`src/rtl/replay_stats_pkg.sv`:
```
// Shared constants and types for the replay statistics engine.
package replay_stats_pkg;

    // ctrl word bit positions
    localparam int unsigned CTRL_EN   = 0;
    localparam int unsigned CTRL_CLR  = 1;
    localparam int unsigned CTRL_SNAP = 2;

    // ro register word indices
    localparam int unsigned RO_PKT_LO  = 0;
    localparam int unsigned RO_PKT_HI  = 1;
    localparam int unsigned RO_BYTE_LO = 2;
    localparam int unsigned RO_BYTE_HI = 3;
    localparam int unsigned RO_STATUS  = 4;
    localparam int unsigned RO_MAX_LEN = 5;
    localparam int unsigned RO_WORDS   = 6;

    // status word bit positions
    localparam int unsigned ST_SNAP_VALID = 0;
    localparam int unsigned ST_OVF        = 1;
    localparam int unsigned ST_SEQ_LSB    = 16;
    localparam int unsigned SEQ_WIDTH     = 16;

    // packet length accumulator width (saturating)
    localparam int unsigned LEN_WIDTH = 16;

    typedef enum logic [1:0] {
        S_IDLE   = 2'd0,
        S_IN_PKT = 2'd1,
        S_DROP   = 2'd2
    } state_t;

endpackage

```
`src/rtl/replay_stats_regs_keep_popcount.sv`:
```
// Combinational population count of a tkeep vector.
module keep_popcount #(
    parameter int unsigned WIDTH = 32
) (
    input  logic [WIDTH-1:0]         keep,
    output logic [$clog2(WIDTH):0]   count
);

    // Sum of set keep bits
    always_comb begin
        count = '0;
        for (int unsigned i = 0; i < WIDTH; i++) begin
            count = count + ($clog2(WIDTH)+1)'(keep[i]);
        end
    end

endmodule

```
`src/rtl/replay_stats_regs.sv`:
```
// Passive AXI-Stream statistics engine with atomic snapshot register bank.
module replay_stats_regs
    import replay_stats_pkg::*;
#(
    parameter int unsigned C_S_AXIS_DATA_WIDTH = 256,
    parameter int unsigned C_S_AXI_DATA_WIDTH  = 32,
    parameter int unsigned CNT_WIDTH           = 64
) (
    input  logic                                axi_aclk,
    input  logic                                axi_areset,
    input  logic [C_S_AXIS_DATA_WIDTH/8-1:0]    s_axis_tkeep,
    input  logic                                s_axis_tvalid,
    input  logic                                s_axis_tready,
    input  logic                                s_axis_tlast,
    input  logic [C_S_AXI_DATA_WIDTH-1:0]       ctrl,
    output logic [6*C_S_AXI_DATA_WIDTH-1:0]     ro_regs
);

    localparam int unsigned KW = C_S_AXIS_DATA_WIDTH / 8;
    localparam int unsigned BW = $clog2(KW) + 1;
    localparam int unsigned DW = C_S_AXI_DATA_WIDTH;

    logic [BW-1:0]        beat_bytes;
    logic                 beat;
    logic [1:0]           ctrl_d;
    logic                 clr_edge;
    logic                 snap_edge;
    logic                 enable;
    logic                 ctrl_unused;

    state_t               state;
    state_t               state_next;
    logic [LEN_WIDTH-1:0] len;
    logic [LEN_WIDTH-1:0] len_next;
    logic [LEN_WIDTH-1:0] len_acc;
    logic [LEN_WIDTH-1:0] len_commit;
    logic [LEN_WIDTH:0]   len_wide;
    logic                 commit;

    logic [CNT_WIDTH-1:0] pkt_cnt;
    logic [CNT_WIDTH-1:0] byte_cnt;
    logic [CNT_WIDTH:0]   byte_sum;
    logic [LEN_WIDTH-1:0] max_len;
    logic                 ovf;

    logic [CNT_WIDTH-1:0] sh_pkt;
    logic [CNT_WIDTH-1:0] sh_byte;
    logic [LEN_WIDTH-1:0] sh_max;
    logic                 sh_ovf;
    logic [SEQ_WIDTH-1:0] seq;
    logic                 snap_valid;
    logic [DW-1:0]        status_word;

    keep_popcount #(.WIDTH(KW)) u_popcount (
        .keep  (s_axis_tkeep),
        .count (beat_bytes)
    );

    assign beat        = s_axis_tvalid & s_axis_tready;
    assign enable      = ctrl[CTRL_EN];
    assign clr_edge    = ctrl[CTRL_CLR]  & ~ctrl_d[0];
    assign snap_edge   = ctrl[CTRL_SNAP] & ~ctrl_d[1];
    assign ctrl_unused = &{1'b0, ctrl[DW-1:3]};

    // Saturating length accumulate and widened byte commit sum
    assign len_wide = {1'b0, len} + (LEN_WIDTH+1)'(beat_bytes);
    assign len_acc  = len_wide[LEN_WIDTH] ? '1 : len_wide[LEN_WIDTH-1:0];
    assign byte_sum = {1'b0, byte_cnt} + (CNT_WIDTH+1)'(len_commit);

    // Edge-detect history for clear and snapshot bits
    always_ff @(posedge axi_aclk or posedge axi_areset) begin
        if (axi_areset) ctrl_d <= '1;
        else            ctrl_d <= ctrl[CTRL_SNAP:CTRL_CLR];
    end

    // Packet FSM state and length register
    always_ff @(posedge axi_aclk or posedge axi_areset) begin
        if (axi_areset) begin
            state <= S_IDLE;
            len   <= '0;
        end else begin
            state <= state_next;
            len   <= len_next;
        end
    end

    // Packet FSM next state, length update and commit decision
    always_comb begin
        state_next = state;
        len_next   = len;
        len_commit = len_acc;
        commit     = 1'b0;
        case (state)
            S_IDLE: begin
                if (beat) begin
                    if (s_axis_tlast) begin
                        commit     = enable;
                        len_commit = LEN_WIDTH'(beat_bytes);
                    end else if (enable) begin
                        state_next = S_IN_PKT;
                        len_next   = LEN_WIDTH'(beat_bytes);
                    end else begin
                        state_next = S_DROP;
                        len_next   = '0;
                    end
                end
            end
            S_IN_PKT: begin
                if (beat) begin
                    if (s_axis_tlast) begin
                        commit     = 1'b1;
                        state_next = S_IDLE;
                        len_next   = '0;
                    end else begin
                        len_next   = len_acc;
                    end
                end
            end
            S_DROP: begin
                if (beat && s_axis_tlast) state_next = S_IDLE;
            end
            default: begin
                state_next = S_IDLE;
                len_next   = '0;
            end
        endcase
    end

    // Live counters; snapshot samples pre-update values, clear overrides commit
    always_ff @(posedge axi_aclk or posedge axi_areset) begin
        if (axi_areset) begin
            pkt_cnt    <= '0;
            byte_cnt   <= '0;
            max_len    <= '0;
            ovf        <= 1'b0;
            sh_pkt     <= '0;
            sh_byte    <= '0;
            sh_max     <= '0;
            sh_ovf     <= 1'b0;
            seq        <= '0;
            snap_valid <= 1'b0;
        end else begin
            if (snap_edge) begin
                sh_pkt     <= pkt_cnt;
                sh_byte    <= byte_cnt;
                sh_max     <= max_len;
                sh_ovf     <= ovf;
                seq        <= seq + 1'b1;
                snap_valid <= 1'b1;
            end
            if (clr_edge) begin
                pkt_cnt  <= '0;
                byte_cnt <= '0;
                max_len  <= '0;
                ovf      <= 1'b0;
            end else if (commit) begin
                pkt_cnt  <= pkt_cnt + 1'b1;
                byte_cnt <= byte_sum[CNT_WIDTH-1:0];
                if (byte_sum[CNT_WIDTH]) ovf <= 1'b1;
                if (len_commit > max_len) max_len <= len_commit;
            end
        end
    end

    // Register bank assembly from shadow flops
    always_comb begin
        status_word                           = '0;
        status_word[ST_SNAP_VALID]            = snap_valid;
        status_word[ST_OVF]                   = sh_ovf;
        status_word[ST_SEQ_LSB +: SEQ_WIDTH]  = seq;

        ro_regs                               = '0;
        ro_regs[RO_PKT_LO*DW  +: DW]          = sh_pkt[DW-1:0];
        ro_regs[RO_PKT_HI*DW  +: DW]          = sh_pkt[CNT_WIDTH-1:DW];
        ro_regs[RO_BYTE_LO*DW +: DW]          = sh_byte[DW-1:0];
        ro_regs[RO_BYTE_HI*DW +: DW]          = sh_byte[CNT_WIDTH-1:DW];
        ro_regs[RO_STATUS*DW  +: DW]          = status_word;
        ro_regs[RO_MAX_LEN*DW +: DW]          = DW'(sh_max);
    end

endmodule
```
`config.mk`:
```
export PLATFORM = sky130hd
export DESIGN_NAME = replay_stats_regs
export DESIGN_NICKNAME = d
export VERILOG_FILES = /design/src/rtl/replay_stats_pkg.sv /design/src/rtl/replay_stats_regs_keep_popcount.sv /design/src/rtl/replay_stats_regs.sv
export SDC_FILE = /design/constraint.sdc
export NUM_CORES = 1
export LEC_CHECK = 0
export BUFFER_PORTS_ARGS = -buffer_cell sky130_fd_sc_hd__buf_2
export CAP_MARGIN = 20
export CORE_MARGIN = 2
export CORE_UTILIZATION = 55
export DETAILED_ROUTE_END_ITERATION = 8
export PLACE_DENSITY = 0.83
export SYNTH_ARGS = -nofsm -noshare
export SYNTH_HDL_FRONTEND = slang
export SYNTH_SLANG_ARGS = --single-unit
```
`constraint.sdc`:
```
create_clock -name axi_aclk -period 26.4 [get_ports axi_aclk]
set_input_delay 2.64 -clock axi_aclk [delete_from_list [all_inputs] [get_ports axi_aclk]]
set_output_delay 2.64 -clock axi_aclk [all_outputs]
set_load 0.01 [all_outputs]
```
Yosys cells after proc, flatten, opt, wreduce, memory -nomap -nowiden
Index checks and enable logic that the tools add are counted.
{"block": "word_totals", "register_bits": 327, "latch_bits": 0, "ram_bits": 0, "romBits": 0, "out_inout_bits": 192, "wordCells": 103, "memories": 0}
{"block": "op_classes", "n_addsub": 35, "n_mul": 0, "n_div": 0, "magnitude_cmp": 1, "eq_ne": 7, "shifts": 0, "muxes": 32, "bitwise": 6, "reduce_logical": 9}
{"op": "$mux W64", "n": 4}
{"op": "$add A6 B1 Y6", "n": 30}
{"op": "$mux W16", "n": 11}
{"op": "$add A64 B16 Y65", "n": 1}
{"op": "$add A64 B1 Y64 const B", "n": 1}
{"op": "$pmux W16 S3", "n": 1}
{"op": "$add A16 B6 Y17", "n": 1}
{"op": "$add A16 B1 Y16 const B", "n": 1}
{"op": "$gt A16 B16 Y1", "n": 1}
{"op": "$mux W2", "n": 6}
{"op": "$ne A2 B2 Y1 const B", "n": 5}
{"op": "$mux W1", "n": 7}
{"op": "$mux W6", "n": 1}
{"op": "$pmux W2 S3", "n": 1}
{"op": "$reduce_bool A2 Y1", "n": 3}
{"op": "$reduce_and A5 Y1", "n": 1}
{"op": "$reduce_and A2 Y1", "n": 2}
{"op": "$reduce_and A4 Y1", "n": 1}
{"op": "$and A1 B1 Y1", "n": 3}
{"op": "$not A1 Y1", "n": 3}
{"op": "$add A1 B1 Y2", "n": 1}
{"op": "$eq A2 B1 Y1 const B", "n": 1}
{"op": "$eq A2 B2 Y1 const B", "n": 1}
{"op": "$logic_not A2 Y1", "n": 1}
{"op": "2 further kinds", "n": 2}

Longest topological paths before layout
Gate-level depths: netlist of the first run.
{"block": "depth", "ltp_word": 40, "depth_mapped": 36}

Cells and area by module
From an unflattened synthesis of the first run, not the netlist that was laid out.
{"block": "hier_totals", "hier_cells": 1649, "area_unflattened_um2": 17292.8}
{"module": "replay_stats_regs", "n_inst": 1, "cells_each": 1553, "area_each_um2": 16387.0, "seq_area_each_um2": 8185.4}
{"module": "keep_popcount", "n_inst": 1, "cells_each": 96, "area_each_um2": 905.9, "seq_area_each_um2": 0.0}

Least setup slack after synthesis of the first run
No wires, ideal clock.
{"block": "synth_timing", "path_kind": "input-to-reg", "startpoint": "input port s_axis_tkeep[0]", "endpoint": "register byte_cnt[55]", "arrival_time_ns": 10.839, "setup_slack_ns": 15.429, "path_stages": 30, "path_cell_list": "ha_1 > inv_1 > fa_1 > fa_1 > fa_1 > fa_1 > fa_1 > fa_1 > fa_1 > fa_1 > inv_1 > a21o_1 > a21oi_1 > xor2_1 > inv_1 > ha_1 > o21ai_0 > o21a_1 > nor3_1 > nor2_1 > a21oi_1 > ha_1 > a211oi_1 > a21oi_1 > o31a_1 > o311ai_1 > clkbuf_1 > nor4_2 > xnor2_1 > nor2_1"}
{"block": "synth_via", "elab_chain_cells": 39}
{"item": "start, declared", "line_no": "replay_stats_regs.sv:11", "rtl": "input logic [C_S_AXIS_DATA_WIDTH/8-1:0] s_axis_tkeep,"}
{"item": "$add A1 B1 Y2 *", "line_no": "replay_stats_regs_keep_popcount.sv:13", "rtl": "count = count + ($clog2(WIDTH)+1)'(keep[i]);"}
{"item": "$add A6 B1 Y6 * (30 in a row)", "line_no": "replay_stats_regs_keep_popcount.sv:13"}
{"item": "$add A16 B6 Y17", "line_no": "replay_stats_regs.sv:66", "rtl": "assign len_wide = {1'b0, len} + (LEN_WIDTH+1)'(beat_bytes);"}
{"item": "$mux W16", "line_no": "replay_stats_regs.sv:67", "rtl": "assign len_acc = len_wide[LEN_WIDTH] ? '1 : len_wide[LEN_WIDTH-1:0];"}
{"item": "$mux W16", "line_no": "replay_stats_regs.sv:96", "rtl": "if (s_axis_tlast) begin"}
{"item": "$mux W16", "line_no": "replay_stats_regs.sv:95", "rtl": "if (beat) begin"}
{"item": "$mux W16 *", "line_no": "replay_stats_regs.sv:93", "rtl": "case (state)"}
{"item": "$add A64 B16 Y65 *", "line_no": "replay_stats_regs.sv:68", "rtl": "assign byte_sum = {1'b0, byte_cnt} + (CNT_WIDTH+1)'(len_commit);"}
{"item": "$mux W64 *", "line_no": "replay_stats_regs.sv:156", "rtl": "end else if (commit) begin"}
{"item": "$mux W64 *", "line_no": "replay_stats_regs.sv:151", "rtl": "if (clr_edge) begin"}
{"item": "end signal, assigned", "line_no": "replay_stats_regs.sv:158", "rtl": "byte_cnt <= byte_sum[CNT_WIDTH-1:0];"}
{"item": "end, declared", "line_no": "replay_stats_regs.sv:41", "rtl": "logic [CNT_WIDTH-1:0] byte_cnt;"}
Every way passes the cells marked *; elsewhere a longest branch is shown, timed or not. The select of a mux whose other input is x is not followed.
A chain may end at the register's enable or synchronous reset.

Final worst setup path of the first run
{"block": "layout_timing", "startpoint": "input port s_axis_tkeep[0]", "endpoint": "register max_len[5]"}
{"block": "layout_via", "elab_chain_cells": 39}
{"item": "$add A1 B1 Y2 *", "line_no": "replay_stats_regs_keep_popcount.sv:13"}
{"item": "$add A6 B1 Y6 * (30 in a row)", "line_no": "replay_stats_regs_keep_popcount.sv:13"}
{"item": "$add A16 B6 Y17", "line_no": "replay_stats_regs.sv:66"}
{"item": "$mux W16", "line_no": "replay_stats_regs.sv:67"}
{"item": "$mux W16", "line_no": "replay_stats_regs.sv:96"}
{"item": "$mux W16", "line_no": "replay_stats_regs.sv:95"}
{"item": "$mux W16 *", "line_no": "replay_stats_regs.sv:93"}
{"item": "$gt A16 B16 Y1 or $mux W16 (tied branches)", "line_no": "replay_stats_regs.sv:160", "rtl": "if (len_commit > max_len) max_len <= len_commit;"}
{"item": "$reduce_bool A2 Y1 (no source line) or $mux W16 (tied branches)"}
{"item": "$reduce_and A2 Y1 (no source line) or $mux W16 (tied branches)"}
{"item": "end signal, assigned", "line_no": "replay_stats_regs.sv:160"}
{"item": "end, declared", "line_no": "replay_stats_regs.sv:43", "rtl": "logic [LEN_WIDTH-1:0] max_len;"}
Marks and branches as above.

==> impl_results.md, run 1 <==
- Outcome: completed
- Die Wd: ~180 µm
- ANT cells: 0
- Slew HR: 0.302
- Multi-input logic area: roughly 0.008 mm²
- P_leak: 0.00975 µW
- Tmin final: 11,390 ps
- Vias: 12,400
- Crit end category: flop
- Hold Startpoint: snap_valid
- Fin nets: about 2,000
- Routed wire length on met2: about 18 mm
- Worst Path Required: between 20,000 and 30,000 ps
- Pin count of the biggest net entering global routing: roughly 190
- IO Pins: around 260
- Clock Sink Count: around 330
- Initial antenna violation count: 0
- Sequential share of the synthesized area: 0.484
- Maximum root-to-sink buffer count: 3
- RR Endpoint: max_len[5]
- WS Path Type: input pin to flop
- Clock slew at the register clock pins of the worst setup and hold paths: around 60 ps
- Row count: 64
- Vias per cell: between 5 and 6
- Startpoint types: input pin
- Met1 wire length: approximately 16 mm
- All-Layer GR Usage: 0.235
- Cts hold-fix bufs: 0
- Worst Hold Depth: 1
- Die ar.: roughly 0.032 mm²
- Fin Setup TNS: 0 ps
- H-tree depth: 2
- Peak supply drop: roughly 0.15 mV
- Post-CTS Resized: 0
- Drt pass-1 iters: 6
- FILL cells: 2,425
- Post-synth top cells: 325 x dfrtp_1, 164 x nor2_1, 147 x mux2_2
- Core Box Area: 0.0304 mm²
- Worst-margin pin slew: between 1000 and 1500 ps
- Final setup fails: 0
- Port bufs: 201
- DRC: 0
- Max Slew Vio Count: 0
- Hold endpoint: snap_valid
- Slowest Stage Delay on Critical Path: about 640 ps
- Area leader, netlist: dfrtp_1
- Synth top area share: 0.481
- Clk root buf: clkbuf_16
- DRT iter0 DRCs: around 810
- Post-Syn Area per Cell: about 11 µm²
- Netlist cell types: between 60 and 70
- Global-route wire length before repair: roughly 61 mm
- Top cell by count, worst path: fa_1
- Skew-Pair Late Insertion Delay: ~530 ps
- Final worst path period share: 0.431
- DR top layer: met4
- Grt ovf: 0
- Tightest hold margin: approximately 480 ps
- Ys async rst share: 1.00
- Fin. Hold Viols: 0
- Max FO, Critical Path: 15
- Final wirelength: 37.6 mm
- DR WL/cell: approximately 17 µm
- Post CTS Setup Buffer Count: 0
- Top-count cell post-synth: dfrtp_1
- P&R area growth vs syn: 14.5%
- TritonCTS buffer count: 36
- Starting Density: 0.556
- R2R cell count: 15
- Final instance area: ~0.019 mm²
- Slowest library cell on the worst path: nor3_1
- Final HPWL DP: approximately 26 mm
- YS warnings: 0
- Worst r2r src: len[1]
- Vias in the first global route: 12,100
- RSZ-0062 raised after global routing: no
- CTS tree: built
- Post-synth EDFFs: 0
- Skew final: ~25 ps
- Max cap viols: 0
- Die height: 179 µm
- Top_reg_cell synth: dfrtp_1
- Hold crit path type: flop to flop
- Reg2Reg Setup Slack: ~21,000 ps
- Share of cells above drive strength 1: 0.244
- Power per cell area: around 100 mW/mm²
- Dpl cell area: ~0.018 mm²
- Mapped Area: 0.0169 mm²
- RD Place Congestion: approximately 0.91
- Storage element area: slightly above 0.008 mm²
- FF+latch count, synth: about 330
- Met3 Wirelength: roughly 2.1 mm
- Fmax: a little under 90 MHz
- Final ANT Viol Nets: 0
- Syn Inst Count: about 1,600
- Crit path DAT: 11,740 ps
- Main area contributors after synthesis: dfrtp_1 48%, mux2_2 9.8%, ha_1 3.9%
==> registers in the layout, summed over array words and instances (netlist names), 2 cells and up <==
register	count
max_len	16
seq	16
sh_byte	64
sh_max	16
pkt_cnt	64
sh_pkt	64
byte_cnt	64
ctrl_d	2
state	2
len	16
==> logic make-up after synthesis <==
logic type / after synthesis / synth area share
buf+inv: 182 / 0.0476
mux: 158 / 0.104
fa+ha+maj: 79 / 0.0700
other cells: 1 / 0.000222
xor+xnor: 123 / 0.0637
compound gates: 221 / 0.0777
flops: 327 / 0.484
simple gates: 515 / 0.153
==> layout by cell type (no fill, tap or decap), types with 5 or more instances in the layout <==
| master | n |
|---|---|
| nor3_1 | 30 |
| o21a_1 | 6 |
| fa_1 | 26 |
| or3_1 | 21 |
| nand2_1 | 104 |
| a211oi_1 | 9 |
| clkbuf_16 | 36 |
| nand2b_1 | 9 |
| conb_1 | 30 |
| nand3_1 | 64 |
| nor2b_1 | 5 |
| a31oi_1 | 8 |
| nor4_1 | 6 |
| dfrtp_1 | 325 |
| nand4_1 | 42 |
| o2111ai_1 | 5 |
| o21bai_1 | 5 |
| and4_1 | 13 |
| mux2_2 | 147 |
| o31ai_1 | 5 |
| buf_4 | 11 |
| buf_2 | 201 |
| inv_1 | 87 |
| a21o_1 | 7 |
| clkinv_2 | 7 |
| clkbuf_1 | 11 |
| and3_1 | 19 |
| and2_1 | 5 |
| mux2i_1 | 11 |
| xor2_1 | 66 |
| nor2_1 | 163 |
| ha_1 | 53 |
| xnor2_1 | 57 |
| o21ai_0 | 60 |
| a21oi_1 | 88 |
==> power by group <==
group,switching (µW),internal (µW)
sequential,17.4,523
combinational,544,381
clock,201,281
==> through the flow <==
| stage | setup slack (ps) | total power, µW | util | cells |
|---|---|---|---|---|
| final | 15010 | 1950 | 0.636 | 2215 |
| after global routing | 14380 | 2110 | 0.636 | 2215 |
| after CTS | 14410 | 1950 | 0.635 | 2213 |
| after detailed placement | 13970 | 1450 | 0.598 | 2150 |
| after global placement | 14350 | 1410 | 0.598 | 2150 |
| after floorplan | 14710 | 1250 | - | 1635 |
==> area by class of cell <==
cell class,instances,area share
Sequential cell,327,0.423
Multi-Input combinational cell,1126,0.417
Timing Repair Buffer,215,0.0591
Clock buffer,50,0.0508
Tap cell,396,0.0256
Inverter,88,0.0174
Clock inverter,13,0.00698
==> worst max-delay path by stage <==
stage	slack (ps)	end	start	cells past startpoint
2_1_floorplan	14710	byte_cnt[0]	axi_areset	1
4_1_cts	14410	max_len[5]	s_axis_tkeep[0]	31
3_3_place_gp	14350	max_len[5]	s_axis_tkeep[0]	31
3_5_place_dp	13970	max_len[5]	s_axis_tkeep[0]	31
6_report	15010	max_len[5]	s_axis_tkeep[0]	33
5_1_grt	14380	max_len[4]	s_axis_tkeep[0]	33
==> layer usage <==
metal,GRT usage,vias to the layer above
met3,0.0359,86
met2,0.392,350
met1,0.313,6116
li1,-,5869
met4,0.0857,0
met5,0,-
==> critical path, delay by kind of cell <==
kind	cells	cell delay (ps)
and+or+nand+nor	7	1340
xor gates and xnor gates	1	280
muxes	1	220
AOI/OAI and AO/OA	7	2260
adders and majority gates	10	4190
buffers and inverters	7	790
Note: power is estimated with default switching activity, not from simulation.
==> run 2, diff against run 1 <==
- ABC_AREA: default -> 1
- PLACE_DENSITY: 0.83 -> 0.82
- clock period: 26.4 -> 10.8 ns (I/O delays scaled with it)
==> run 2 against run 1 <==
Against the previous run:
- cell area up 11%
- sequential share of layout area is 4.3 points lower
- sequential power grew to 2.5 times the previous value
- worst hold slack lost 5.5 ps
- non-clock buffer count shrank 5
- clock power grew to 2.6 times the previous value
- largest cell class is now multi-input combinational cells
- highest routed layer unchanged
==> impl_results.md, run 2 <==
- Fin Setup TNS: 0 ps
- Post CTS Setup Buffer Count: 0
- Reg2Reg Setup Slack: 6520 ps
- Simple-gate share of the synthesized area: 0.301
- Die Wd: 190 µm
- Largest family of logic cells by synthesized area: simple AND/OR/NAND/NOR gates
- Maximum root-to-sink buffer count: 3
- Int Power: 2830 µW
- Sequential power share: 0.275
- Final ANT Viol Nets: 0
- Clk root buf: clkbuf_16
- Drt pass-1 iters: 7
- Main area contributors after synthesis: dfrtp_1 43%, nand2_1 15%, inv_1 7.2%
- Clock slew at the register clock pins of the worst setup and hold paths: 60 ps
- RR Endpoint: byte_cnt[46]
- TritonCTS buffer count: 35
- P_sw: 2080 µW
- Critical Path Start: s_axis_tkeep[0]
- Post-synth top cells: 749 x nand2_1, 367 x inv_1, 325 x dfrtp_1
- DRC: 0
- Crit end category: flop
- Final worst path period share: 0.814
- Vias per cell: approximately 5.4
- Fin. Hold Viols: 0
- Hold crit path type: flop to flop
- Worst Path Required: 11,220 ps
- Synth Area in XOR/XNOR: 0.0129
- Slew HR: 0.278
- Startpoint types: input pin
- DR WL/cell: 16.5 µm
- Part of the power in the clock network: 0.251
- Peak supply drop: approximately 0.28 mV
- Top-count cell post-synth: nand2_1
- Storage element area: approximately 0.0082 mm²
- Area leader, netlist: dfrtp_1
- CP delay by family, top: adder cells
- Most frequent cells in the layout: 749 x nand2_1, 365 x inv_1, 325 x dfrtp_1, 273 x nor2_1, 220 x o21ai_0
- Power per cell area: between 200 and 250 mW/mm²
- Outcome: completed
- Sequential share of the synthesized area: 0.429
- CTS tree: built
- Die ar.: about 0.036 mm²
- Post-Syn Area per Cell: 7.35 µm²
- Post-CTS Resized: 0
- Buf/Inv on CP: 3
- Max cap viols: 0
- WP depth: 34
- Switching share of power: 0.424
- Fmax: ~110 MHz
- Clock Sink Count: about 330
- P&R area growth vs syn: 12.9%
- Post-Synth Adder-Cell Area: 0.0621
- Multi-input logic area: 0.00909 mm²
- DRT iter0 DRCs: approximately 1,300
- Compound-cell area share of the yosys netlist: 0.0945
- Synth top area share: 0.426
- Comb power frac: 0.474
- WS Path Type: input pin to flop
- Vias in the first global route: around 17,000
- Crit path DAT: a little over 9000 ps
- Final setup fails: 0
- Top_reg_cell synth: dfrtp_1
- Skew-Pair Late Insertion Delay: 540 ps
- Final HPWL DP: 40.2 mm
- P_leak: 0.0110 µW
- Initial antenna violation count: 0
- Commonest non-fill, non-tap cell in the layout: nand2_1
- Max Slew Vio Count: 0
- Setup ws final: ~2000 ps
- Mux share of post-synthesis cell area: 0
- R2R cell count: 23
- Share of cells above drive strength 1: 0.115
- Final wirelength: 53.8 mm
- Worst r2r src: len[0]
- YS warnings: 0
- Skew final: 23.2 ps
- IO Pins: 261
- ANT cells: 0
- Crit path capture: byte_cnt[35]
- Max FO, Critical Path: 5
- FF+latch count, synth: approximately 330
- Global-route wire length before repair: around 86 mm
- Port bufs: 201
- Worst-margin pin slew: ~1100 ps
- Fin nets: 2,925
- Setup WS pre-CTS: about 1500 ps
- Mapped Area: 0.0191 mm²
- Pin count of the biggest net entering global routing: roughly 160
- Row count: approximately 70
- H-tree depth: 2
- RD Place Congestion: around 0.94
- FILL cells: ~3,100
- Core Box Area: roughly 0.034 mm²
- Starting Density: 0.555
- Syn Inst Count: between 2,000 and 3,000
- Hold Startpoint: seq[15]
- Top cell by count, worst path: nand2_1
- All-Layer GR Usage: 0.300
- Tmin final: 8800 ps
- Grt ovf: 0
- RSZ-0062 raised after global routing: no
- Netlist cell types: 46
- Slowest library cell on the worst path: o21ai_0
- Ys async rst share: 1.00
- Cts hold-fix bufs: 0
- Die height: 190 µm
- Post-synth EDFFs: 0
- Vias: 17,600
- Slowest Stage Delay on Critical Path: 700 ps
==> run 2: changes by cell type after synthesis, sizes merged, moves of 44 or more <==
cell / change
xnor2: -48
xor2: -47
nand2: +653
inv: +284
nor3: +44
nand3: +71
mux2: -147
nor2: +129
o21ai: +161
==> run 2: per-stage QoR <==
step | instances | power (µW) | utilization | hold WS, ps | instance area (µm²)
2_1_floorplan | 2623 | 3080 | - | 436 | 19200
3_3_place_gp | 3194 | 3540 | 0.591 | 449 | 20300
3_5_place_dp | 3194 | 3640 | 0.591 | 457 | 20300
4_1_cts | 3257 | 4910 | 0.626 | 469 | 21500
5_1_grt | 3258 | 5300 | 0.626 | 488 | 21500
6_report | 3258 | 4910 | 0.626 | 470 | 21500
==> run 2: cell families (layout without fill, tap and decap cells) <==
group	count (synthesis)	after routing
buffers and inverters	468	648
other	1	30
and+or+nand+nor	1346	1346
AOI/OAI and AO/OA	345	345
adders and majority gates	79	79
DFF	327	327
xor gates and xnor gates	28	28
==> run 2: layer usage <==
layer,part of all wire,GRT usage,vias up
met5,0,0,-
met4,0.037,0.121,0
met3,0.064,0.0387,114
met2,0.48,0.503,648
met1,0.42,0.396,8327
li1,-,-,8543
==> run 2: power by group through the flow <==
stage | combinational, µW | clock, µW | sequential (µW)
after global placement | 2170 | 0 | 1370
after global routing | 2630 | 1300 | 1360
final | 2330 | 1230 | 1350
after floorplan | 1700 | 0 | 1380
after detailed placement | 2270 | 0 | 1370
after CTS | 2300 | 1250 | 1350
==> run 2: how the worst min path moves through the flow <==
stage	end	slack (ps)	cells past startpoint
after floorplan	byte_cnt[48]	440	1
after global placement	sh_pkt[35]	450	2
after detailed placement	sh_pkt[35]	460	2
after CTS	seq[15]	470	1
after global routing	snap_valid	490	1
final	seq[15]	470	1
==> run 2: worst reg2reg max path: cells and delay by family (launching register included) <==
kind | cells | cell delay [ps]
flops | 1 | 390
simple gates | 19 | 2150
compound gates | 1 | 390
fa+ha+maj | 3 | 1250
==> run 2: layout make-up <==
| cell class | instances | share of cell area |
|---|---|---|
| multi-input cells | 1828 | 0.422 |
| flip-flops and latches | 327 | 0.380 |
| inverters | 375 | 0.0660 |
| repair buffers | 210 | 0.0508 |
| clock buffers | 48 | 0.0463 |
| well taps | 455 | 0.0264 |
| clock inverters | 15 | 0.00808 |
